--- config.mk ---
export PLATFORM = sky130hd
export DESIGN_NAME = route_cfg_ctrl_flat
export DESIGN_NICKNAME = d
export VERILOG_FILES = /design/src/rtl/midi_router_pkg.sv /design/src/rtl/route_cfg_ctrl_if.sv /design/src/rtl/route_phase_timer.sv /design/src/rtl/route_cfg_ctrl.sv /design/src/flat_wrapper.sv
export SDC_FILE = /design/constraint.sdc
export NUM_CORES = 1
export LEC_CHECK = 0
export ABC_AREA = 1
export CAP_MARGIN = 20
export CORE_ASPECT_RATIO = 1.2
export CORE_MARGIN = 3
export CORE_UTILIZATION = 50
export DETAILED_ROUTE_END_ITERATION = 16
export DONT_BUFFER_PORTS = 1
export PLACE_DENSITY = 0.77
export SETUP_SLACK_MARGIN = 0.15
export SLEW_MARGIN = 10
export SYNTH_ARGS = -nofsm -noshare
export SYNTH_HDL_FRONTEND = slang
export SYNTH_SLANG_ARGS = --single-unit
--- constraint.sdc ---
create_clock -name clk -period 1.6 [get_ports clk]
set_input_delay 0.32 -clock clk [delete_from_list [all_inputs] [get_ports clk]]
set_output_delay 0.32 -clock clk [all_outputs]
set_load 0.02 [all_outputs]
--- src/rtl/midi_router_pkg.sv ---
// Shared definitions for the MIDI router configuration path: state encodings and defaults.
package midi_router_pkg;

  localparam int unsigned ROUTE_BITS   = 16;
  localparam int unsigned ROUTE_CLKDIV = 4;

  localparam logic [2:0] ST_IDLE  = 3'd0;
  localparam logic [2:0] ST_LOW   = 3'd1;
  localparam logic [2:0] ST_HIGH  = 3'd2;
  localparam logic [2:0] ST_LATCH = 3'd3;
  localparam logic [2:0] ST_DONE  = 3'd4;

  typedef enum logic [2:0] {
    S_IDLE  = ST_IDLE,
    S_LOW   = ST_LOW,
    S_HIGH  = ST_HIGH,
    S_LATCH = ST_LATCH,
    S_DONE  = ST_DONE
  } route_state_e;

endpackage

--- src/rtl/route_cfg_ctrl_if.sv ---
// Host handshake plus serial chain lines of the routing configuration controller.
interface route_cfg_ctrl_if #(
  parameter int unsigned NBITS = midi_router_pkg::ROUTE_BITS
);
  logic             cfg_valid;
  logic [NBITS-1:0] cfg_data;
  logic             cfg_ready;
  logic             busy;
  logic             done;
  logic             cfg_err;
  logic             spi_clk;
  logic             spi_dout;
  logic             spi_latch;
  logic             spi_din;

  modport master (
    output cfg_valid, cfg_data, spi_din,
    input  cfg_ready, busy, done, cfg_err, spi_clk, spi_dout, spi_latch
  );

  modport slave (
    input  cfg_valid, cfg_data, spi_din,
    output cfg_ready, busy, done, cfg_err, spi_clk, spi_dout, spi_latch
  );
endinterface

--- src/rtl/route_phase_timer.sv ---
// Counts CLKDIV clk cycles per FSM state; tick_c marks the last cycle of the phase.
module route_phase_timer #(
  parameter int unsigned CLKDIV = 4
) (
  input  logic clk,
  input  logic nreset,
  input  logic restart,
  output logic tick_c
);
  localparam int unsigned PW = $clog2(CLKDIV + 1);
  localparam logic [PW-1:0] TERM = PW'(CLKDIV - 1);

  logic [PW-1:0] cnt_q;

  // Saturates at the terminal count so an idle FSM never wraps the counter.
  always_ff @(posedge clk) begin
    if (!nreset || restart) begin
      cnt_q <= '0;
    end else if (cnt_q != TERM) begin
      cnt_q <= cnt_q + PW'(1);
    end
  end

  assign tick_c = (cnt_q == TERM);
endmodule

--- src/rtl/route_cfg_ctrl.sv ---
// Loads a routing word into the shift-register chain MSB-first, then strobes the latch.
// Chain readback checking is compiled in with ROUTE_CFG_READBACK_EN.
module route_cfg_ctrl
  import midi_router_pkg::*;
#(
  parameter int unsigned NBITS  = ROUTE_BITS,
  parameter int unsigned CLKDIV = ROUTE_CLKDIV
) (
  input  logic            clk,
  input  logic            nreset,
  route_cfg_ctrl_if.slave bus
);
  localparam int unsigned BW = $clog2(NBITS);

  route_state_e     state_q, state_d;
  logic [NBITS-1:0] shift_q, shift_d;
  logic [BW-1:0]    bit_q, bit_d;
  logic             tick_c, restart_c, accept_c;

  logic cfg_ready_q, busy_q, done_q, spi_clk_q, spi_dout_q, spi_latch_q, cfg_err_q;
  logic cfg_ready_d, busy_d, done_d, spi_clk_d, spi_dout_d, spi_latch_d;

  assign accept_c  = (state_q == S_IDLE) && bus.cfg_valid;
  assign restart_c = (state_d != state_q);

  route_phase_timer #(.CLKDIV(CLKDIV)) u_phase_timer (
    .clk     (clk),
    .nreset  (nreset),
    .restart (restart_c),
    .tick_c  (tick_c)
  );

  // Next state; outputs are decoded from the next state so they register alongside it.
  always_comb begin
    state_d     = state_q;
    shift_d     = shift_q;
    bit_d       = bit_q;
    cfg_ready_d = 1'b0;
    busy_d      = 1'b0;
    done_d      = 1'b0;
    spi_clk_d   = 1'b0;
    spi_latch_d = 1'b0;
    spi_dout_d  = 1'b0;

    case (state_q)
      S_IDLE: begin
        if (accept_c) begin
          state_d = S_LOW;
          shift_d = bus.cfg_data;
          bit_d   = BW'(NBITS - 1);
        end
      end
      S_LOW: begin
        if (tick_c) state_d = S_HIGH;
      end
      S_HIGH: begin
        if (tick_c) begin
          shift_d = {shift_q[NBITS-2:0], 1'b0};
          if (bit_q == '0) begin
            state_d = S_LATCH;
          end else begin
            bit_d   = bit_q - BW'(1);
            state_d = S_LOW;
          end
        end
      end
      S_LATCH: begin
        if (tick_c) state_d = S_DONE;
      end
      S_DONE: begin
        state_d = S_IDLE;
      end
      default: begin
        state_d = S_IDLE;
      end
    endcase

    cfg_ready_d = (state_d == S_IDLE);
    busy_d      = (state_d != S_IDLE);
    done_d      = (state_d == S_DONE);
    spi_clk_d   = (state_d == S_HIGH);
    spi_latch_d = (state_d == S_LATCH);
    // Data only moves on the falling serial-clock edge (HIGH->LOW) or at transfer start.
    spi_dout_d  = ((state_d == S_LOW) || (state_d == S_HIGH)) ? shift_d[NBITS-1] : 1'b0;
  end

  always_ff @(posedge clk) begin
    if (!nreset) begin
      state_q     <= S_IDLE;
      shift_q     <= '0;
      bit_q       <= '0;
      cfg_ready_q <= 1'b1;
      busy_q      <= 1'b0;
      done_q      <= 1'b0;
      spi_clk_q   <= 1'b0;
      spi_dout_q  <= 1'b0;
      spi_latch_q <= 1'b0;
    end else begin
      state_q     <= state_d;
      shift_q     <= shift_d;
      bit_q       <= bit_d;
      cfg_ready_q <= cfg_ready_d;
      busy_q      <= busy_d;
      done_q      <= done_d;
      spi_clk_q   <= spi_clk_d;
      spi_dout_q  <= spi_dout_d;
      spi_latch_q <= spi_latch_d;
    end
  end

`ifdef ROUTE_CFG_READBACK_EN
  logic [NBITS-1:0] cap_q, shadow_q, word_q;
  logic             latch_entry_c;

  assign latch_entry_c = (state_q == S_HIGH) && (state_d == S_LATCH);

  // The chain shifts out its previous contents while the new word shifts in.
  always_ff @(posedge clk) begin
    if (!nreset) begin
      cap_q     <= '0;
      shadow_q  <= '0;
      word_q    <= '0;
      cfg_err_q <= 1'b0;
    end else begin
      if ((state_q == S_LOW) && tick_c) cap_q <= {cap_q[NBITS-2:0], bus.spi_din};
      if (accept_c) word_q <= bus.cfg_data;
      if (state_q == S_DONE) shadow_q <= word_q;
      if (accept_c) begin
        cfg_err_q <= 1'b0;
      end else if (latch_entry_c && (cap_q != shadow_q)) begin
        cfg_err_q <= 1'b1;
      end
    end
  end
`else
  logic unused_spi_din;
  assign unused_spi_din = bus.spi_din;
  assign cfg_err_q      = 1'b0;
`endif

  assign bus.cfg_ready = cfg_ready_q;
  assign bus.busy      = busy_q;
  assign bus.done      = done_q;
  assign bus.spi_clk   = spi_clk_q;
  assign bus.spi_dout  = spi_dout_q;
  assign bus.spi_latch = spi_latch_q;
  assign bus.cfg_err   = cfg_err_q;
endmodule

--- src/flat_wrapper.sv ---
// flat-port wrapper written by rule: the top's interface ports become plain ports
module route_cfg_ctrl_flat import midi_router_pkg::*;
#(
  parameter int unsigned NBITS  = ROUTE_BITS,
  parameter int unsigned CLKDIV = ROUTE_CLKDIV
)
  (clk, nreset, bus_cfg_valid, bus_cfg_data, bus_spi_din, bus_cfg_ready, bus_busy, bus_done, bus_cfg_err, bus_spi_clk, bus_spi_dout, bus_spi_latch);
  route_cfg_ctrl_if #(.NBITS(NBITS)) bus_i ();
  input  logic clk;
  input  logic nreset;
  input wire logic [$bits(bus_i.cfg_valid)-1:0] bus_cfg_valid;
  input wire logic [$bits(bus_i.cfg_data)-1:0] bus_cfg_data;
  input wire logic [$bits(bus_i.spi_din)-1:0] bus_spi_din;
  output wire logic [$bits(bus_i.cfg_ready)-1:0] bus_cfg_ready;
  output wire logic [$bits(bus_i.busy)-1:0] bus_busy;
  output wire logic [$bits(bus_i.done)-1:0] bus_done;
  output wire logic [$bits(bus_i.cfg_err)-1:0] bus_cfg_err;
  output wire logic [$bits(bus_i.spi_clk)-1:0] bus_spi_clk;
  output wire logic [$bits(bus_i.spi_dout)-1:0] bus_spi_dout;
  output wire logic [$bits(bus_i.spi_latch)-1:0] bus_spi_latch;
  assign bus_i.cfg_valid = bus_cfg_valid;
  assign bus_i.cfg_data = bus_cfg_data;
  assign bus_i.spi_din = bus_spi_din;
  assign bus_cfg_ready = bus_i.cfg_ready;
  assign bus_busy = bus_i.busy;
  assign bus_done = bus_i.done;
  assign bus_cfg_err = bus_i.cfg_err;
  assign bus_spi_clk = bus_i.spi_clk;
  assign bus_spi_dout = bus_i.spi_dout;
  assign bus_spi_latch = bus_i.spi_latch;
  route_cfg_ctrl #(.NBITS(NBITS), .CLKDIV(CLKDIV)) u_core (.clk(clk), .nreset(nreset), .bus(bus_i));
endmodule
==> impl_results.md, run 1 <==
- Power Dens Cells: between 800 and 900 mW/mm2
- Post-synth top area cell: dfxtp_1
- CP required: about 1.9 ns
- Worst Hold Class: in -> reg
- Critical path fanouts, max: 6
- Design Power: between 1.5 and 2 mW
- Die area: 0.00390 mm2
- Antenna violations before repair: 0
- Final net count: between 200 and 300
- Fin crit share: 0.912
- WL/cell: between 10 and 15 um
- Yosys warning count: 0
- Max incr delay on CP: between 0.3 and 0.4 ns
- CP Data Arrival Time: ~1.7 ns
- Status: finished, final reports clean
- Starting Density: 0.546
- Worst r2r src: u_core.u_phase_timer.cnt_q[1]$_SDFFE_PP0P_
- Clock Latency Late Sink: ~0.33 ns
- Die Y: 67.8 um
- Gpl congestion: approximately 0.8
- Critical path cell sequence: ha_4 > ha_4 > nand2_4 > inv_4 > nand2_4 > clkbuf_16 > nor2_1 > nand2_1 > a31oi_1
- Post-synthesis register bit count: 32
- R2r setup slk: ~0.14 ns
- CP Capture Type: register
- CTS tree: built
- Hold Crit Start: nreset
- CP max stage cell: dfxtp_2
- Final hold violations: 0
- Worst setup startpoint: u_core.u_phase_timer.cnt_q[1]$_SDFFE_PP0P_
- Num CTS Buffers: 5
- Fin Setup TNS: 0 ns
- Fill cells: between 200 and 300
- Clock Path Buffers: 2
- Floorplan core area: approximately 0.003 mm2
- I/O Pins: 27
- Final setup fails: 0
- Layout cells sized above 1: 0.244
- DRT Pass-1 Iters: 4
- Crit start category: register
- DRC: 0
- Post-synthesis sequential area ratio: 0.403
- Setup WS pre-CTS: about 0.043 ns
- Yosys cell types: 26
- Post-Synthesis Cells: ~230
- Synth top area share: 0.403
- Max Slew Vio Count: 0
- Iteration-0 DRC count of the detailed router: 29
- Post-Syn Area: ~0.0016 mm2
- I/O Buffers: 0
- RSZ-0062 raised after global routing: yes
- Vias/cell: ~5.1
- Clock sinks: 32
- Clk root buf: clkbuf_4
- Routed WL: approximately 3300 um
- First-pass GRT wire length: ~5500 um
- Skew final: about 0.0084 ns
- Row cnt: 21
- DR vias: roughly 1,400
- Net Count, Synth: between 200 and 300
- Largest cells by area after synthesis: dfxtp_1 (40%), nand2_1 (17%), nor2_1 (6.8%)
- Diode count: 0
- Gr ovfl total: 0
- Max-cap violation count: 0
- Leak: 0.792 nW
- Syn_area_per_cell: between 6 and 7 um2
- H-tree depth: 2
- Die Wd: about 58 um
- FMAX: a little under 700 MHz
- Post-DP HPWL: around 2100 um
- Minimum clock period: 1.46 ns
- Critical path class: reg -> reg
- Synth-to-Final Area Change: 18.6%
- Antenna violation net count after detailed routing: 0
- Largest net degree at the start of global routing: 22
- GRT Total Usage: 0.181
- Final WS setup: around 0.14 ns
- Vias in the first global route: about 1,300
- Clock transition at path regs: 0.10 ns
- Peak supply drop: between 600 and 700 uV
==> synthesized netlist by cell type (all sizes together) <==
cell    instances
inv            32
dfxtp          32
clkbuf          2
buf             6
a31oi          14
conb            1
nor2           31
nand3b          1
ha              5
xnor2           1
nand4           2
o21ai           4
mux2i           1
a21oi           5
nand3          17
nand2          74
xor2            1
==> logic make-up (layout without fill, tap and decap cells) <==
family | count (synthesis) | count (layout) | synth area share
buffers and inverters | 40 | 53 | 0.112
muxes | 1 | 1 | 0.00629
adders and majority gates | 5 | 5 | 0.0393
other | 1 | 1 | 0.00236
DFF | 32 | 32 | 0.403
xor gates and xnor gates | 2 | 2 | 0.0110
and+or+nand+nor | 125 | 125 | 0.344
AOI/OAI and AO/OA | 23 | 23 | 0.0833
==> worst paths after layout <==
| path | end | cells past startpoint |
|---|---|---|
| hold / removal | u_core.state_q[0]$_SDFF_PN0_ | 2 |
| setup / recovery | u_core.shift_q[13]$_SDFFE_PN0P_ | 9 |
| setup reg to reg | u_core.shift_q[13]$_SDFFE_PN0P_ | 9 |
| hold reg to reg | u_core.shift_q[0]$_SDFFE_PN0P_ | 2 |
==> worst max-delay path, delay by kind of cell (launching register included) <==
family                   cells  cell delay [ns]
buffers and inverters        2             0.24
AO/OA/AOI/OAI                1             0.17
adder cells (fa/ha/maj)      2             0.31
AND/OR/NAND/NOR              4             0.29
flip-flops                   1             0.36
==> power by group <==
| group | total (mW) | internal (mW) | leakage (nW) | switching (mW) |
|---|---|---|---|---|
| registers | 0.885 | 0.846 | 0.264 | 0.0389 |
| logic | 0.253 | 0.106 | 0.491 | 0.147 |
| clock network | 0.484 | 0.209 | 0.0380 | 0.276 |
| total | 1.62 | 1.16 | 0.792 | 0.462 |
==> sequential cells by signal, summed over array words and instances, names as in the netlist <==
name and cells:
u_core.bus.busy 1, u_core.bus.cfg_ready 1, u_core.bus.spi_latch 1, u_core.u_phase_timer.cnt_q 3, u_core.state_q 3, u_core.bus.spi_clk 1, u_core.shift_q 16, u_core.bus.done 1
u_core.bus.spi_dout 1, u_core.bit_q 4
==> stage by stage <==
step	utilization	area, um2	hold slack [ns]	cells
after floorplan	-	1590	0.436	229
after global placement	0.554	1620	0.448	260
after detailed placement	0.554	1620	0.454	260
after CTS	0.603	1760	0.0937	272
after global routing	0.647	1890	0.0962	276
final	0.647	1890	0.0956	276
==> layer usage <==
metal  part of all wire  GRT usage
met4              0.020     0.0957
met1               0.42      0.213
met2               0.51      0.301
met3              0.055     0.0478
met5                  0          0
==> repair_timing <==
item | CTS | global route
pin swaps | 1 | 15
setup buffers | 4 | 3
hold endpoints to repair | 0 | 0
gates resized for setup | 9 | 27
cloned | 0 | 1
hold buffers | 0 | 0
setup endpoints to repair | 26 | 23
==> cells in the final DEF (no fill, tap or decap), drive strengths merged <==
master	n
conb	1
nand2	74
clkbuf	7
dfxtp	32
a21oi	5
ha	5
buf	12
o21ai	4
nand3b	1
nand3	17
xnor2	1
xor2	1
inv	32
mux2i	1
nand4	2
clkinv	2
nor2	31
a31oi	14
==> cell type report <==
type                    instances  area (um2)  area share
multi-input cells             157         878       0.466
flip-flops and latches         32         644       0.342
repair buffers                 13         135      0.0716
inverters                      32         125      0.0663
clock buffers                   6        51.3      0.0272
well taps                      34        42.5      0.0225
clock inverters                 2        10.0     0.00531
Note: power is estimated with default switching activity, not from simulation.
==> run 2, diff against run 1 <==
Settings changed: SLEW_MARGIN 10 to 25.
==> results of run 2 <==
The final DEF is identical to that of run 1; final timing and power are the same.
